===== src/rtl/contador_sel_frec_param_if.sv =====
// rtl/contador_sel_frec_param_if.sv - button/load/count bundle of the frequency selector counter
// Purpose: groups the selector's control inputs and count/status outputs.
// Signals:
//   boton_aumento, boton_disminuye  raw push-buttons, active high
//   enable                          accept button steps
//   carga, valor_carga              one-cycle preset load strobe and value
//   numero_frec                     current count
//   cambio                          pulse in the first cycle of a new count
//   en_min, en_max                  count sits at the lower / upper limit
// Modports: master drives buttons/enable/load, slave is the counter.
interface contador_sel_frec_param_if #(
  parameter int WIDTH = 3
);
  logic             boton_aumento;
  logic             boton_disminuye;
  logic             enable;
  logic             carga;
  logic [WIDTH-1:0] valor_carga;
  logic [WIDTH-1:0] numero_frec;
  logic             cambio;
  logic             en_min;
  logic             en_max;

  modport master (
    output boton_aumento, boton_disminuye, enable, carga, valor_carga,
    input  numero_frec, cambio, en_min, en_max
  );

  modport slave (
    input  boton_aumento, boton_disminuye, enable, carga, valor_carga,
    output numero_frec, cambio, en_min, en_max
  );
endinterface


===== src/rtl/contador_sel_frec_param.sv =====
// rtl/contador_sel_frec_param.sv - debounced up/down frequency selector counter for the DPWM
// Purpose: synchronises and debounces two raw buttons, turns each clean press into one
//   up/down step and keeps the count in [MIN_VAL,MAX_VAL] (wrap or saturate), with a
//   synchronous clamped preset load that has priority over steps.
// Ports:
//   clk      system clock, rising edge
//   reset_n  asynchronous reset, active low
//   bus      slave side of contador_sel_frec_param_if (buttons, enable, load, count, status)
module contador_sel_frec_param #(
  parameter int WIDTH      = 3,
  parameter int MIN_VAL    = 0,
  parameter int MAX_VAL    = 7,
  parameter int RESET_VAL  = 0,
  parameter int DEB_CYCLES = 16,
  parameter int WRAP       = 1
) (
  input logic                     clk,
  input logic                     reset_n,
  contador_sel_frec_param_if.slave bus
);

  localparam int             CW      = $clog2(DEB_CYCLES + 1);
  localparam logic [CW-1:0]  DEB_LIM = CW'(DEB_CYCLES);
  // Limits held one bit wider than the count so +1 at 2**WIDTH-1 is seen as out of range
  localparam logic [WIDTH:0] MIN_E   = (WIDTH+1)'(MIN_VAL);
  localparam logic [WIDTH:0] MAX_E   = (WIDTH+1)'(MAX_VAL);
  localparam logic [WIDTH:0] RST_E   = (WIDTH+1)'(RESET_VAL);
  localparam logic [WIDTH:0] ONE_E   = (WIDTH+1)'(1);

  // Index 0 = up button, index 1 = down button
  logic [1:0]    raw;
  logic [1:0]    sync1;
  logic [1:0]    sync2;
  logic [1:0]    deb;
  logic [1:0]    deb_d;
  logic [CW-1:0] deb_cnt [2];

  logic             step_up;
  logic             step_dn;
  logic [WIDTH-1:0] count_q;
  logic             cambio_q;
  logic [WIDTH:0]   cnt_e;
  logic [WIDTH:0]   load_e;
  logic [WIDTH:0]   clamp_e;
  logic [WIDTH:0]   inc_e;
  logic [WIDTH:0]   dec_e;

  assign raw = {bus.boton_disminuye, bus.boton_aumento};

  // Synchroniser plus debounce: the level is only accepted after DEB_CYCLES consecutive
  // cycles of disagreement; any cycle of agreement restarts the count.
  always_ff @(posedge clk or negedge reset_n) begin
    if (!reset_n) begin
      sync1 <= '0;
      sync2 <= '0;
      deb   <= '0;
      deb_d <= '0;
      for (int i = 0; i < 2; i++) deb_cnt[i] <= '0;
    end else begin
      sync1 <= raw;
      sync2 <= sync1;
      deb_d <= deb;
      for (int i = 0; i < 2; i++) begin
        if (sync2[i] == deb[i]) begin
          deb_cnt[i] <= '0;
        end else if (deb_cnt[i] == DEB_LIM) begin
          deb[i]     <= sync2[i];
          deb_cnt[i] <= '0;
        end else begin
          deb_cnt[i] <= deb_cnt[i] + CW'(1);
        end
      end
    end
  end

  // One step per debounced press; releases produce nothing
  assign step_up = deb[0] & ~deb_d[0];
  assign step_dn = deb[1] & ~deb_d[1];

  assign cnt_e  = {1'b0, count_q};
  assign load_e = {1'b0, bus.valor_carga};
  assign inc_e  = cnt_e + ONE_E;
  assign dec_e  = cnt_e - ONE_E;  // underflow from 0 lands above MAX_E

  always_comb begin
    clamp_e = load_e;
    if (load_e < MIN_E)      clamp_e = MIN_E;
    else if (load_e > MAX_E) clamp_e = MAX_E;
  end

  always_ff @(posedge clk or negedge reset_n) begin
    if (!reset_n) begin
      count_q  <= RST_E[WIDTH-1:0];
      cambio_q <= 1'b0;
    end else begin
      cambio_q <= 1'b0;
      if (bus.carga) begin
        count_q  <= clamp_e[WIDTH-1:0];
        cambio_q <= (clamp_e != cnt_e);
      end else if (bus.enable && (step_up ^ step_dn)) begin
        // Simultaneous up and down cancel out via the XOR above
        if (step_up) begin
          if (inc_e > MAX_E) begin
            if (WRAP != 0) begin
              count_q  <= MIN_E[WIDTH-1:0];
              cambio_q <= 1'b1;
            end
          end else begin
            count_q  <= inc_e[WIDTH-1:0];
            cambio_q <= 1'b1;
          end
        end else begin
          if ((dec_e < MIN_E) || (dec_e > MAX_E)) begin
            if (WRAP != 0) begin
              count_q  <= MAX_E[WIDTH-1:0];
              cambio_q <= 1'b1;
            end
          end else begin
            count_q  <= dec_e[WIDTH-1:0];
            cambio_q <= 1'b1;
          end
        end
      end
    end
  end

  assign bus.numero_frec = count_q;
  assign bus.cambio      = cambio_q;
  assign bus.en_min      = (cnt_e == MIN_E);
  assign bus.en_max      = (cnt_e == MAX_E);

endmodule


===== src/flat_wrapper.sv =====
// flat-port wrapper written by rule: the top's interface ports become plain ports
module contador_sel_frec_param_flat 
#(
  parameter int WIDTH      = 3,
  parameter int MIN_VAL    = 0,
  parameter int MAX_VAL    = 7,
  parameter int RESET_VAL  = 0,
  parameter int DEB_CYCLES = 16,
  parameter int WRAP       = 1
)
  (clk, reset_n, bus_boton_aumento, bus_boton_disminuye, bus_enable, bus_carga, bus_valor_carga, bus_numero_frec, bus_cambio, bus_en_min, bus_en_max);
  contador_sel_frec_param_if #(.WIDTH(WIDTH)) bus_i ();
  input logic clk;
  input logic reset_n;
  input wire logic [$bits(bus_i.boton_aumento)-1:0] bus_boton_aumento;
  input wire logic [$bits(bus_i.boton_disminuye)-1:0] bus_boton_disminuye;
  input wire logic [$bits(bus_i.enable)-1:0] bus_enable;
  input wire logic [$bits(bus_i.carga)-1:0] bus_carga;
  input wire logic [$bits(bus_i.valor_carga)-1:0] bus_valor_carga;
  output wire logic [$bits(bus_i.numero_frec)-1:0] bus_numero_frec;
  output wire logic [$bits(bus_i.cambio)-1:0] bus_cambio;
  output wire logic [$bits(bus_i.en_min)-1:0] bus_en_min;
  output wire logic [$bits(bus_i.en_max)-1:0] bus_en_max;
  assign bus_i.boton_aumento = bus_boton_aumento;
  assign bus_i.boton_disminuye = bus_boton_disminuye;
  assign bus_i.enable = bus_enable;
  assign bus_i.carga = bus_carga;
  assign bus_i.valor_carga = bus_valor_carga;
  assign bus_numero_frec = bus_i.numero_frec;
  assign bus_cambio = bus_i.cambio;
  assign bus_en_min = bus_i.en_min;
  assign bus_en_max = bus_i.en_max;
  contador_sel_frec_param #(.WIDTH(WIDTH), .MIN_VAL(MIN_VAL), .MAX_VAL(MAX_VAL), .RESET_VAL(RESET_VAL), .DEB_CYCLES(DEB_CYCLES), .WRAP(WRAP)) u_core (.clk(clk), .reset_n(reset_n), .bus(bus_i));
endmodule

===== config.mk =====
export PLATFORM = sky130hd
export DESIGN_NAME = contador_sel_frec_param_flat
export DESIGN_NICKNAME = d
export VERILOG_FILES = /design/src/rtl/contador_sel_frec_param_if.sv /design/src/rtl/contador_sel_frec_param.sv /design/src/flat_wrapper.sv
export SDC_FILE = /design/constraint.sdc
export NUM_CORES = 1
export LEC_CHECK = 0
export CORE_ASPECT_RATIO = 1.25
export CORE_UTILIZATION = 30
export DETAILED_ROUTE_END_ITERATION = 8
export PLACE_DENSITY = 0.48
export SLEW_MARGIN = 25
export SYNTH_ARGS = -nofsm -noshare
export SYNTH_HDL_FRONTEND = slang
export SYNTH_SLANG_ARGS = --single-unit
export TNS_END_PERCENT = 20

===== constraint.sdc =====
create_clock -name clk -period 1.9 [get_ports clk]
set_clock_uncertainty 0.2 [all_clocks]
set_input_delay 0.475 -clock clk [delete_from_list [all_inputs] [get_ports clk]]
set_output_delay 0.475 -clock clk [all_outputs]
set_load 0.05 [all_outputs]

Word level (Yosys, flattened, before mapping)
Cells that the tools add are included.
{"block": "op_classes", "muxes": 13, "n_reduce_logical": 6, "bitwise_logic": 7, "order_cmp": 5, "n_addsub": 4, "eq_ne": 6}
{"op": "$mux 5", "n": 4}
{"op": "$mux 3", "n": 6}
{"op": "$add 5x1->5 const B", "n": 2}
{"op": "$eq 5x5->1 const B", "n": 2}
{"op": "$gt 4x3->1 const B", "n": 2}
{"op": "$add 3x1->4 const B", "n": 1}
{"op": "$logic_not 4->1", "n": 1}
{"op": "$lt 4x1->1 const B", "n": 1}
{"op": "$mux 4", "n": 1}
{"op": "$ne 4x3->1", "n": 1}
{"op": "$not 1->1", "n": 4}
{"op": "$reduce_and 2->1", "n": 2}
{"op": "$sub 3x1->4 const B", "n": 1}
{"op": "$eq 3x3->1 const B", "n": 1}
{"op": "$gt 3x3->1 const B", "n": 1}
{"op": "$lt 3x1->1 const B", "n": 1}
{"op": "$and 1x1->1", "n": 2}
{"op": "$eq 1x1->1", "n": 2}
{"op": "$mux 1", "n": 2}
{"op": "$reduce_bool 2->1", "n": 1}
{"op": "$logic_and 1x1->1", "n": 1}
{"op": "$logic_or 1x1->1", "n": 1}
{"op": "$xor 1x1->1", "n": 1}
{"block": "word_totals", "elab_cells": 50, "output_inout_bits": 6, "ff_bits": 22}

Longest topological paths before layout
{"block": "depth", "depth_word": 7, "depth_mapped": 6}

Least setup slack after synthesis
Ideal clock, no wire load.
{"block": "synth_path", "path_type": "reg-to-reg", "start": "reg u_core.count_q[0], in the netlist u_core.bus.numero_frec[0]", "end": "reg u_core.count_q[2], in the netlist u_core.bus.numero_frec[2]", "n_path_buf": 0, "slack_ps": -454, "path_stages_with_launch": 7, "t_arrival_ps": 2030, "cell_sequence": "dfrtp_1 > ha_1 > ha_1 > or3b_2 > o41ai_1 > a2111oi_1 > o31a_1"}
{"block": "synth_via", "elab_chain_len": 7, "elab_cells_between_ends": 11}
{"item": "start, declared", "line_no": "contador_sel_frec_param.sv:40", "text": "logic [WIDTH-1:0] count_q;"}
{"item": "start signal, assigned", "line_no": "contador_sel_frec_param.sv:93", "text": "count_q <= RST_E[WIDTH-1:0];"}
{"item": "start signal, assigned", "line_no": "contador_sel_frec_param.sv:98", "text": "count_q <= clamp_e[WIDTH-1:0];"}
{"item": "start signal, assigned", "line_no": "contador_sel_frec_param.sv:105", "text": "count_q <= MIN_E[WIDTH-1:0];"}
{"item": "$sub 3x1->4", "line_no": "contador_sel_frec_param.sv:83", "text": "assign dec_e = cnt_e - ONE_E;"}
{"item": "$lt 4x1->1 or $gt 4x3->1 (tied branches)", "line_no": "contador_sel_frec_param.sv:113", "text": "if ((dec_e < MIN_E) || (dec_e > MAX_E)) begin"}
{"item": "$logic_or 1x1->1", "line_no": "contador_sel_frec_param.sv:113"}
{"item": "$mux 3", "line_no": "contador_sel_frec_param.sv:113"}
{"item": "$mux 3 (*)", "line_no": "contador_sel_frec_param.sv:102", "text": "if (step_up) begin"}
{"item": "$mux 3 (*)", "line_no": "contador_sel_frec_param.sv:100", "text": "end else if (bus.enable && (step_up ^ step_dn)) begin"}
{"item": "$mux 3 (*)", "line_no": "contador_sel_frec_param.sv:97", "text": "if (bus.carga) begin"}
Every way passes the cells marked *; elsewhere a longest branch is shown, timed or not. The select of a mux whose other input is x is not followed.
A chain may end at the register's enable or synchronous reset.

Worst setup path after layout
{"block": "layout_path", "start": "reg u_core.count_q[1], in the netlist u_core.bus.numero_frec[1]", "end": "out bus_en_min"}
{"block": "layout_via", "elab_chain_len": 1}
{"item": "$logic_not 4->1", "line_no": "contador_sel_frec_param.sv:129", "text": "assign bus.en_min = (cnt_e == MIN_E);"}
{"item": "end, declared", "line_no": "flat_wrapper.sv:22", "text": "output wire logic [$bits(bus_i.en_min)-1:0] bus_en_min;"}
Every way passes these cells.

==> impl_metrics.toml <==
[status]
status = "finished with violations"
violations = "setup timing"

[sta]
period_share_pct = 102
hold_violations = 0
setup_ws_ns = -0.0463
fin_crit_ns = 1.95
slew_violations = 0
worst_hold_slack_ns = 0.154
tightest_slew_ns = 0.389
tns_ns = -0.0463
slew_headroom_pct = 73.8
rsz0062_at_grt = "true"
setup_viol = 1
max_freq_mhz = 514

[drt]
ant_nets = 0
wirelength_mm = 1.93
vias = 757
wl_per_cell_um = 11.9
drc = 0
drt_pre_antenna_iters = 4
viasPerCell = 4.64
first_iter_violations = 13

[critical_path]
critical_path_class = "reg -> out"
path_max_fanout = 2
crit_chain = "buf_6, inv_4, ha_4, nor2b_4, buf_12"
cp.arrival_ns = 1.27
start_kind = "register"
end_kind = "primary output"
cp_slowest_cell = "dfrtp_2"
worstPathRequired_ns = 1.22
max_stage_delay_ns = 0.43

[clock_network]
clock_sinks = 22
numCtsBuffers = 3
htreeDepth = 1
postCtsHoldBufs = 0
ctsLongestPathBuffers = 2
insertion_delay_ns = 0.26
cts_tree = "done"
clock-root-buffer = "clkbuf_8"
path_clk_slew_ns = 0.08

[power]
p_leak_nw = 0.699
power.density_mw_per_mm2 = 769
max-vdd-ir-drop_v = 0.000540

[floorplan]
dieArea_mm2 = 0.00386
pin_count = 15
die_w_um = 55.8
core_mm2 = 0.00348
placementRows = 24
initial_core_util_pct = 31.1
fp.dieH_um = 69.2

[finish]
final_layout_size_suffix_gt1_share_pct = 27.4
diodes = 0
fillers = 336
nets = 142
area_growth_pct = 42.4
ff_latch_area_um2 = 554
multi_input_area_um2 = 549

[placed_design]
dp_hpwl_mm = 1.42
io_buffer_count = 14
routabilityCongestion = 0.840
preCtsSetupSlack_ns = -0.0165

[worst_hold_path]
hp-class = "reg -> reg"

[logic_synthesis]
ys_types = 28
avgSynthCellArea_um2 = 11.2
postSynthCellCount = 97
ys_seq_elements = 22
yosys_warnings = 0
synth.area.top_cells = "dfrtp_1 (51%), ha_1 (9.2%), xnor2_1 (6.5%), xor2_1 (4.8%), inv_1 (3.1%)"
seq_area_frac_synth_pct = 50.7
yosysTopAreaCell = "dfrtp_1"
synthDominantCellAreaShare_pct = 50.7
syn_area_mm2 = 0.00108
syn_nets = 114

[global_routing]
grt_remaining_overflow = 0
grt_max_degree = 23
antenna_found_initial = 0
grt_pass1_vias = 782
grt_pass1_wl_mm = 3.30
track_usage_pct = 10.8

[run]
max_cap_viol_count = 0
-- sequential cells by signal (all words and copies together) (netlist names) --
signal / count
u_core.deb_cnt: 10
u_core.bus.numero_frec: 3
u_core.deb: 2
u_core.deb_d: 2
u_core.sync1: 2
u_core.sync2: 2
u_core.bus.cambio: 1
-- report_power, final --
part | switching (mW) | internal (mW)
combinational | 0.118 | 0.124
sequential | 0.0204 | 0.491
clock | 0.153 | 0.281
total | 0.291 | 0.896
-- cells in the mapped netlist --
| cell | number |
|---|---|
| or4bb_1 | 1 |
| a31oi_1 | 1 |
| dfrtp_1 | 22 |
| a21boi_0 | 1 |
| nor2_1 | 9 |
| buf_6 | 1 |
| and2_1 | 3 |
| o31a_1 | 2 |
| nand3_1 | 5 |
| mux2_2 | 2 |
| or3b_2 | 1 |
| and2b_1 | 1 |
| o31ai_1 | 1 |
| a21oi_1 | 2 |
| nor3_1 | 2 |
| nand2_1 | 3 |
| xor2_1 | 6 |
| xnor2_1 | 8 |
| nand2b_1 | 1 |
| inv_1 | 9 |
| o21ai_0 | 1 |
| a2111oi_1 | 1 |
| a41oi_1 | 1 |
| mux2i_1 | 1 |
| nor2b_1 | 2 |
| ha_1 | 8 |
| or2b_1 | 1 |
| o41ai_1 | 1 |
-- repair_timing --
action                                  CTS  global route
endpoints found under the hold margin     0             0
setup buffers                             3             1
gates resized for setup                   9             1
endpoints found under the setup margin    2             2
pin swaps                                 0             2
-- cell usage in the layout, fill, tap and decap left out, drive strengths merged, types with 5 or more instances in the layout --
cell,synthesis,routed
nand3,5,5
dfrtp,22,22
xnor2,8,8
nor2,9,9
inv,9,9
buf,1,16
clkdlybuf4s50,0,8
xor2,6,6
ha,8,8
-- final timing paths --
path,from,slack [ns],to,depth (start not counted)
setup / recovery,u_core.bus.numero_frec[1],-0.05,bus_en_min,5
hold / removal,u_core.sync1[1],0.15,u_core.sync2[1],0
setup reg to reg,u_core.bus.numero_frec[1],0.02,u_core.bus.numero_frec[2],6
hold reg to reg,u_core.sync1[1],0.15,u_core.sync2[1],0
max in group asynchronous,reset_n,0.91,u_core.bus.numero_frec[2],2
min in group asynchronous,reset_n,0.35,u_core.deb_cnt[5],2
-- stage by stage --
step | total power [mW] | std cells | instance area (um2) | util, %
after floorplan | 0.631 | 97 | 1130 | -
after global placement | 0.737 | 155 | 1410 | 40.4
after detailed placement | 0.740 | 155 | 1410 | 40.4
after CTS | 1.20 | 162 | 1530 | 44.0
after global routing | 1.24 | 163 | 1550 | 44.4
final | 1.19 | 163 | 1550 | 44.4
-- cell families after synthesis --
kind of cell | Yosys count | synth area share, %
compound gates | 11 | 7.50
xor+xnor | 14 | 11.3
flops | 22 | 50.7
mux | 3 | 3.00
fa+ha+maj | 8 | 9.23
simple gates | 29 | 14.1
buf+inv | 10 | 4.15
-- per-layer routing --
layer	GRT usage, %	part of all wire [%]	vias to the layer above	wire length [um]
met4	5.00	1.6	0	31
met5	0	0	-	0
met1	12.5	44	362	841
met2	19.0	51	15	990
met3	2.05	3.6	4	69
li1	-	-	376	-
-- worst max-delay path, delay by kind of cell (launching register included) --
kind / cells / cell delay (ns)
DFF: 1 / 0.43
and+or+nand+nor: 1 / 0.14
adders and majority gates: 1 / 0.11
buffers and inverters: 3 / 0.32
-- area by class of cell --
cell class	instances	share of cell area (%)
Sequential cell	22	35.9
Multi-Input combinational cell	65	35.5
Timing Repair Buffer	24	18.3
Tap cell	39	3.16
Clock buffer	3	2.67
Inverter	9	2.51
Clock inverter	1	1.94
(Power assumes the default switching activity.)
